File: config.mk
export PLATFORM = sky130hd
export DESIGN_NAME = axil_ram_bridge
export DESIGN_NICKNAME = d
export VERILOG_FILES = /design/src/rtl/axil_ram_pkg.sv /design/src/rtl/axil_ram_rd_ch.sv /design/src/rtl/axil_ram_bridge.sv
export SDC_FILE = /design/constraint.sdc
export NUM_CORES = 1
export LEC_CHECK = 0
export CAP_MARGIN = 20
export CORE_MARGIN = 2
export CORE_UTILIZATION = 30
export CTS_BUF_LIST = sky130_fd_sc_hd__clkbuf_2
export DETAILED_ROUTE_END_ITERATION = 12
export GPL_TIMING_DRIVEN = 0
export PLACE_DENSITY = 0.64
export SYNTH_ARGS = -nofsm -noshare
export SYNTH_HDL_FRONTEND = slang
export SYNTH_SLANG_ARGS = --single-unit
File: constraint.sdc
create_clock -name clk_i -period 10 [get_ports clk_i]
set_input_delay 1 -clock clk_i [delete_from_list [all_inputs] [get_ports clk_i]]
set_output_delay 1 -clock clk_i [all_outputs]
set_load 0.005 [all_outputs]
File: src/rtl/axil_ram_pkg.sv
// Shared types, response codes and memory map for the AXI4-Lite RAM bridge.
// Instruction region is read-only; the data region accepts full-word writes.
package axil_ram_pkg;

    typedef enum logic [1:0] {
        W_IDLE,
        W_MEM,
        W_RESP
    } wr_state_t;

    typedef enum logic [1:0] {
        R_IDLE,
        R_MEM,
        R_RESP
    } rd_state_t;

    localparam logic [1:0] RESP_OKAY   = 2'b00;
    localparam logic [1:0] RESP_SLVERR = 2'b10;

    localparam int IMEM_BASE = 'h0;
    localparam int DMEM_BASE = 'h800;
    localparam int MEM_BYTES = 'h1000;

    function automatic logic addr_in_range(
        input logic [31:0] addr,
        input logic [31:0] lo,
        input logic [31:0] hi
    );
        return (addr >= lo) && (addr < hi);
    endfunction

endpackage

File: src/rtl/axil_ram_rd_ch.sv
// AXI4-Lite read channel: one AR per three cycles, one-cycle RAM read strobe.
// Read data is passed through from the RAM, which holds it until the handshake.
module axil_ram_rd_ch #(
    parameter int ADDR_W    = 32,
    parameter int DATA_W    = 32,
    parameter int MEM_BYTES = axil_ram_pkg::MEM_BYTES
) (
    input  logic              clk_i,
    input  logic              rst_i,
    input  logic [ADDR_W-1:0] s_araddr_i,
    input  logic              s_arvalid_i,
    output logic              s_arready_o,
    output logic [DATA_W-1:0] s_rdata_o,
    output logic [1:0]        s_rresp_o,
    output logic              s_rvalid_o,
    input  logic              s_rready_i,
    output logic [ADDR_W-1:0] ram_raddr_o,
    output logic              ram_re_o,
    input  logic [DATA_W-1:0] ram_rdata_i
);
    import axil_ram_pkg::*;

    rd_state_t         r_state;
    logic              r_arready;
    logic              r_rvalid;
    logic [1:0]        r_rresp;
    logic              r_re;
    logic [ADDR_W-1:0] r_raddr;
    logic              w_ar_hs;
    logic              w_rd_ok;

    assign w_ar_hs = s_arvalid_i && r_arready;
    assign w_rd_ok = addr_in_range(s_araddr_i, IMEM_BASE, MEM_BYTES)
                  && (s_araddr_i[1:0] == 2'b00);

    always_ff @(posedge clk_i or posedge rst_i) begin
        if (rst_i) begin
            r_state   <= R_IDLE;
            r_arready <= 1'b0;
            r_rvalid  <= 1'b0;
            r_rresp   <= RESP_OKAY;
            r_re      <= 1'b0;
            r_raddr   <= '0;
        end else begin
            unique case (r_state)
                R_IDLE: begin
                    r_arready <= 1'b1;
                    if (w_ar_hs) begin
                        r_state   <= R_MEM;
                        r_arready <= 1'b0;
                        r_raddr   <= s_araddr_i;
                        r_re      <= w_rd_ok;
                        r_rresp   <= w_rd_ok ? RESP_OKAY : RESP_SLVERR;
                    end
                end
                R_MEM: begin
                    r_re     <= 1'b0;
                    r_rvalid <= 1'b1;
                    r_state  <= R_RESP;
                end
                R_RESP: begin
                    if (s_rready_i) begin
                        r_rvalid  <= 1'b0;
                        r_arready <= 1'b1;
                        r_state   <= R_IDLE;
                    end
                end
                default: r_state <= R_IDLE;
            endcase
        end
    end

    assign s_arready_o = r_arready;
    assign s_rvalid_o  = r_rvalid;
    assign s_rresp_o   = r_rresp;
    assign s_rdata_o   = (r_rvalid && r_rresp == RESP_OKAY) ? ram_rdata_i : '0;
    assign ram_raddr_o = r_raddr;
    assign ram_re_o    = r_re;

endmodule

File: src/rtl/axil_ram_bridge.sv
// AXI4-Lite slave in front of a 4 KB simple-dual-port RAM.
// Write FSM lives here; the independent read FSM is in axil_ram_rd_ch.
module axil_ram_bridge #(
    parameter int ADDR_W    = 32,
    parameter int DATA_W    = 32,
    parameter int MEM_BYTES = axil_ram_pkg::MEM_BYTES,
    parameter int DMEM_BASE = axil_ram_pkg::DMEM_BASE
) (
    input  logic              clk_i,
    input  logic              rst_i,
    input  logic [ADDR_W-1:0] s_awaddr_i,
    input  logic              s_awvalid_i,
    output logic              s_awready_o,
    input  logic [DATA_W-1:0] s_wdata_i,
    input  logic [3:0]        s_wstrb_i,
    input  logic              s_wvalid_i,
    output logic              s_wready_o,
    output logic [1:0]        s_bresp_o,
    output logic              s_bvalid_o,
    input  logic              s_bready_i,
    input  logic [ADDR_W-1:0] s_araddr_i,
    input  logic              s_arvalid_i,
    output logic              s_arready_o,
    output logic [DATA_W-1:0] s_rdata_o,
    output logic [1:0]        s_rresp_o,
    output logic              s_rvalid_o,
    input  logic              s_rready_i,
    output logic [ADDR_W-1:0] ram_waddr_o,
    output logic [ADDR_W-1:0] ram_raddr_o,
    output logic [DATA_W-1:0] ram_wdata_o,
    output logic              ram_cs_o,
    output logic              ram_we_o,
    output logic              ram_re_o,
    input  logic [DATA_W-1:0] ram_rdata_i
);
    import axil_ram_pkg::*;

    wr_state_t         r_wstate;
    logic              r_awready;
    logic              r_wready;
    logic              r_aw_got;
    logic              r_w_got;
    logic [ADDR_W-1:0] r_awaddr;
    logic [DATA_W-1:0] r_wbuf;
    logic [3:0]        r_wstrb;
    logic              r_we;
    logic              r_bvalid;
    logic [1:0]        r_bresp;

    logic              w_aw_hs;
    logic              w_w_hs;
    logic              w_aw_have;
    logic              w_w_have;
    logic [ADDR_W-1:0] w_aw_addr;
    logic [3:0]        w_wstrb;
    logic              w_wr_ok;

    assign w_aw_hs   = s_awvalid_i && r_awready;
    assign w_w_hs    = s_wvalid_i && r_wready;
    assign w_aw_have = r_aw_got || w_aw_hs;
    assign w_w_have  = r_w_got || w_w_hs;
    assign w_aw_addr = w_aw_hs ? s_awaddr_i : r_awaddr;
    assign w_wstrb   = w_w_hs ? s_wstrb_i : r_wstrb;

    // Decide legality at the IDLE exit so the strobe can be registered.
    assign w_wr_ok = addr_in_range(w_aw_addr, DMEM_BASE, MEM_BYTES)
                  && (w_aw_addr[1:0] == 2'b00)
                  && (w_wstrb == 4'hF);

    always_ff @(posedge clk_i or posedge rst_i) begin
        if (rst_i) begin
            r_wstate  <= W_IDLE;
            r_awready <= 1'b0;
            r_wready  <= 1'b0;
            r_aw_got  <= 1'b0;
            r_w_got   <= 1'b0;
            r_awaddr  <= '0;
            r_wbuf    <= '0;
            r_wstrb   <= '0;
            r_we      <= 1'b0;
            r_bvalid  <= 1'b0;
            r_bresp   <= RESP_OKAY;
        end else begin
            unique case (r_wstate)
                W_IDLE: begin
                    if (w_aw_hs) begin
                        r_awaddr <= s_awaddr_i;
                        r_aw_got <= 1'b1;
                    end
                    if (w_w_hs) begin
                        r_wbuf  <= s_wdata_i;
                        r_wstrb <= s_wstrb_i;
                        r_w_got <= 1'b1;
                    end
                    if (w_aw_have && w_w_have) begin
                        r_wstate  <= W_MEM;
                        r_awready <= 1'b0;
                        r_wready  <= 1'b0;
                        r_aw_got  <= 1'b0;
                        r_w_got   <= 1'b0;
                        r_we      <= w_wr_ok;
                        r_bresp   <= w_wr_ok ? RESP_OKAY : RESP_SLVERR;
                    end else begin
                        r_awready <= !w_aw_have;
                        r_wready  <= !w_w_have;
                    end
                end
                W_MEM: begin
                    r_we     <= 1'b0;
                    r_bvalid <= 1'b1;
                    r_wstate <= W_RESP;
                end
                W_RESP: begin
                    if (s_bready_i) begin
                        r_bvalid  <= 1'b0;
                        r_awready <= 1'b1;
                        r_wready  <= 1'b1;
                        r_wstate  <= W_IDLE;
                    end
                end
                default: r_wstate <= W_IDLE;
            endcase
        end
    end

    assign s_awready_o = r_awready;
    assign s_wready_o  = r_wready;
    assign s_bvalid_o  = r_bvalid;
    assign s_bresp_o   = r_bresp;
    assign ram_waddr_o = r_awaddr;
    assign ram_wdata_o = r_wbuf;
    assign ram_we_o    = r_we;
    assign ram_cs_o    = r_we || ram_re_o;

    axil_ram_rd_ch #(
        .ADDR_W    (ADDR_W),
        .DATA_W    (DATA_W),
        .MEM_BYTES (MEM_BYTES)
    ) u_rd_ch (
        .clk_i       (clk_i),
        .rst_i       (rst_i),
        .s_araddr_i  (s_araddr_i),
        .s_arvalid_i (s_arvalid_i),
        .s_arready_o (s_arready_o),
        .s_rdata_o   (s_rdata_o),
        .s_rresp_o   (s_rresp_o),
        .s_rvalid_o  (s_rvalid_o),
        .s_rready_i  (s_rready_i),
        .ram_raddr_o (ram_raddr_o),
        .ram_re_o    (ram_re_o),
        .ram_rdata_i (ram_rdata_i)
    );

endmodule

==> summary.txt <==
Placed design
  – Dpl cell area: 7840 sq um
  – HPWL Detailed: 10.78 mm
  – GP Congestion: 0.8246
  – Post-placement setup slack: 6.882 ns
  – IO Port Bufs: 276

Synthesis
  – Mux cell area share after synthesis: 23.60%
  – Register area share after synthesis: 60.32%
  – Distinct cells, synth: 29
  – Seq cells post-synth: 115
  – Ys async rst share: 100.0%
  – Simple-gate share of the synthesized area: 10.70%
  – Top cells by count, synth: dfrtp_1, mux2_2, and2_1
  – Ys Warns: 0
  – Mapped cell area: 4771 sq um
  – Top cells by area, synth: dfrtp_1, mux2_2, and2_1, nor4_1, buf_4
  – Ys flop type: dfrtp_1
  – Synth top area share: 60.32%
  – Compound-gate portion of the synthesized area: 2.282%
  – Main combinational cell family by area after synthesis: multiplexers
  – Avg Inst Size Synth: 14.03 sq um
  – Cell taking the most area after synthesis: dfrtp_1
  – XOR/XNOR Fraction of Synth Area: 0%
  – Most common cell in the netlist: dfrtp_1
  – Post-Synth Adder-Cell Area: 0%
  – EDFF count, synth: 0
  – Mapped Cells: 340

Die
  – Core ar.: 15710 sq um
  – Die height: 130.1 um
  – I/O Pins: 279
  – Std-Cell Rows: 46
  – Die area: 16930 sq um
  – Chip width: 130.1 um
  – Initial Util: 30.36%

Detailed routing
  – ANT nets after route: 0
  – Vias/cell: 4.470
  – Post-route DRC: 0
  – Vias after detailed routing: 3871
  – Routed WL per cell: 15.76 um
  – First-pass DRT Iterations: 4
  – DRT iter0 DRCs: 118
  – Post-Route WL: 13.65 mm

STA
  – Unrepaired setup endpoints after global routing: no
  – Fmax: 288.3 MHz
  – Final Skew: 0.02490 ns
  – Setup violators final: 0
  – Setup TNS: 0 ns
  – Fin. Hold Viols: 0
  – Fin worst setup slack: 6.531 ns
  – Min Tclk post-route: 3.469 ns
  – Rel. slew slack: 64.92%
  – Least-Margin Pin Slew: 0.5245 ns
  – Period utilization: 34.69%
  – Slew Limit Fails: 0

CTS
  – Clock root buffer: clkbuf_2
  – Postcts setup bufs: 0
  – CTS buffer count: 17
  – CTS tree: built
  – Hold buffers post-CTS: 0
  – Worst-path clk slew: 0.16 ns
  – Clk_lat worst skew: 0.66 ns
  – H-Tree Level Count: 4
  – CTS Buffer Depth: 2
  – Clk sinks: 115
  – Post-CTS Resized: 0

Global routing
  – Global Route Usage Sum: 16.14%
  – Gr ovfl total: 0
  – Initial antenna violation count: 0
  – First-pass GRT wire length: 20.73 mm
  – Number of global-route vias before repair: 4069
  – Pin count of the biggest net entering global routing: 78

Critical path
  – Kind of critical path: flip-flop to output pin
  – Cell Chain, Critical Path: nor2b_1 > clkbuf_1 > and2_1 > clkdlybuf4s50_1
  – Crit path DAT: 2.47 ns
  – CP bufs+invs: 2
  – CP required: 9.00 ns
  – Delay-heaviest family, CP: buffers and inverters
  – CP Launch Type: flip-flop
  – Critical Path Fanout Max: 10
  – Slowest stage delay, CP: 0.51 ns
  – Setup crit end kind: output pin
  – CP max stage cell: clkdlybuf4s50_1

Pwr
  – Pleak: 3.221 nW
  – Peak supply drop: 0.0001191 V
  – Cell area power density: 255.6 nW/um^2

Cells and area
  – Fin nets: 776
  – Ant diodes: 0
  – Share of cells above drive strength 1: 22.15%
  – Fin area: 8029 sq um
  – Area Overhead vs Synth: 68.29%

Run status
  – Status: completed

Flow run
  – MaxCap Viol Count: 0

Hold path
  – Hold Crit Class: flip-flop to flip-flop
## cell families (layout without fill, tap and decap cells)
| group | Yosys count | in the layout |
|---|---|---|
| other | 1 | 2 |
| buffers and inverters | 23 | 332 |
| AND/OR/NAND/NOR | 83 | 83 |
| multiplexers | 100 | 100 |
| AO/OA/AOI/OAI | 18 | 18 |
| flip-flops | 115 | 115 |
## worst reg2reg max path, cell delays in order (launching register included)
cell and delay (ns):
dfrtp_1 0.39, buf_4 0.17, nor3_4 0.47, buf_6 0.23
mux2_1 0.34
## area by class of cell
| class | count | area, sq um |
|---|---|---|
| Fill cell | 1409 | 7684 |
| Sequential cell | 115 | 2878 |
| Timing Repair Buffer | 277 | 2790 |
| Multi-Input combinational cell | 203 | 1753 |
| Tap cell | 216 | 270.3 |
| Buffer | 17 | 121.4 |
| Clock buffer | 19 | 95.09 |
| Clock inverter | 13 | 93.84 |
| Inverter | 6 | 27.53 |
## path summary, 6_finish.rpt
path	start	end	slack (ns)	cells after the start
setup / recovery	u_rd_ch.s_rvalid_o	s_rdata_o[8]	6.53	4
hold / removal	ram_waddr_o[10]	ram_waddr_o[10]	0.51	1
setup reg to reg	r_wstate[0]	r_wstrb[2]	8.27	4
min in group asynchronous	rst_i	u_rd_ch.ram_raddr_o[8]	0.69	2
max in group asynchronous	rst_i	ram_waddr_o[29]	8.60	3
hold reg to reg	ram_waddr_o[10]	ram_waddr_o[10]	0.51	1
## where the power goes
group / switching, mW / internal [mW] / leakage, nW
Sequential: 0.134 / 0.693 / 1.35
Combinational: 0.311 / 0.656 / 1.74
Clock: 0.172 / 0.0860 / 0.123
## through the flow
stage	hold WS (ns)	std cells	power (mW)	utilization, %
floorplan	0.4493	341	1.232	-
global placement	0.4618	833	1.792	49.69
detailed placement	0.4788	834	1.820	49.90
CTS	0.5134	866	2.087	51.10
global route	0.5414	866	2.198	51.10
finish	0.5080	866	2.052	51.10
## layout by cell type (no fill, tap or decap), types with 2 or more instances in the layout
master           synthesis  routed
clkdlybuf4s50_1          0     276
dfrtp_1                115     115
mux2_2                  96      96
and2_1                  32      32
clkbuf_2                 0      19
nor4_1                  13      13
nor2_1                  10      10
nand2_1                  8       8
buf_4                    6       6
a21oi_1                  6       6
inv_1                    6       5
clkinv_2                 0       5
buf_2                    4       4
nand4_1                  4       4
o21ai_0                  4       4
buf_6                    4       4
nor3_1                   4       4
mux2_1                   4       4
clkinv_1                 0       4
nand3_1                  3       3
o22a_1                   3       3
clkbuf_1                 3       3
a31oi_1                  2       2
o22ai_1                  2       2
nor4b_1                  2       2
nor3_4                   2       2
conb_1                   1       2
clkinvlp_4               0       2
## flip-flops by register name, summed over array words and instances, names as in the netlist, 2 cells and up
register and count:
u_rd_ch.ram_raddr_o 32, ram_waddr_o 32, ram_wdata_o 32, u_rd_ch.r_state 2
r_wstate 2, r_wstrb 4
## per-layer routing
layer  vias to the layer above  track usage, %  wire (um)  part of all wire [%]
li1                       1804               -          -                     -
met3                        20           6.601       1343                   9.8
met1                      1861           17.25       5021                    37
met2                       186           28.55       7013                    51
met4                         0           6.199        274                   2.0
met5                         -               0          0                     0
Power figures use the tool's default switching activity.
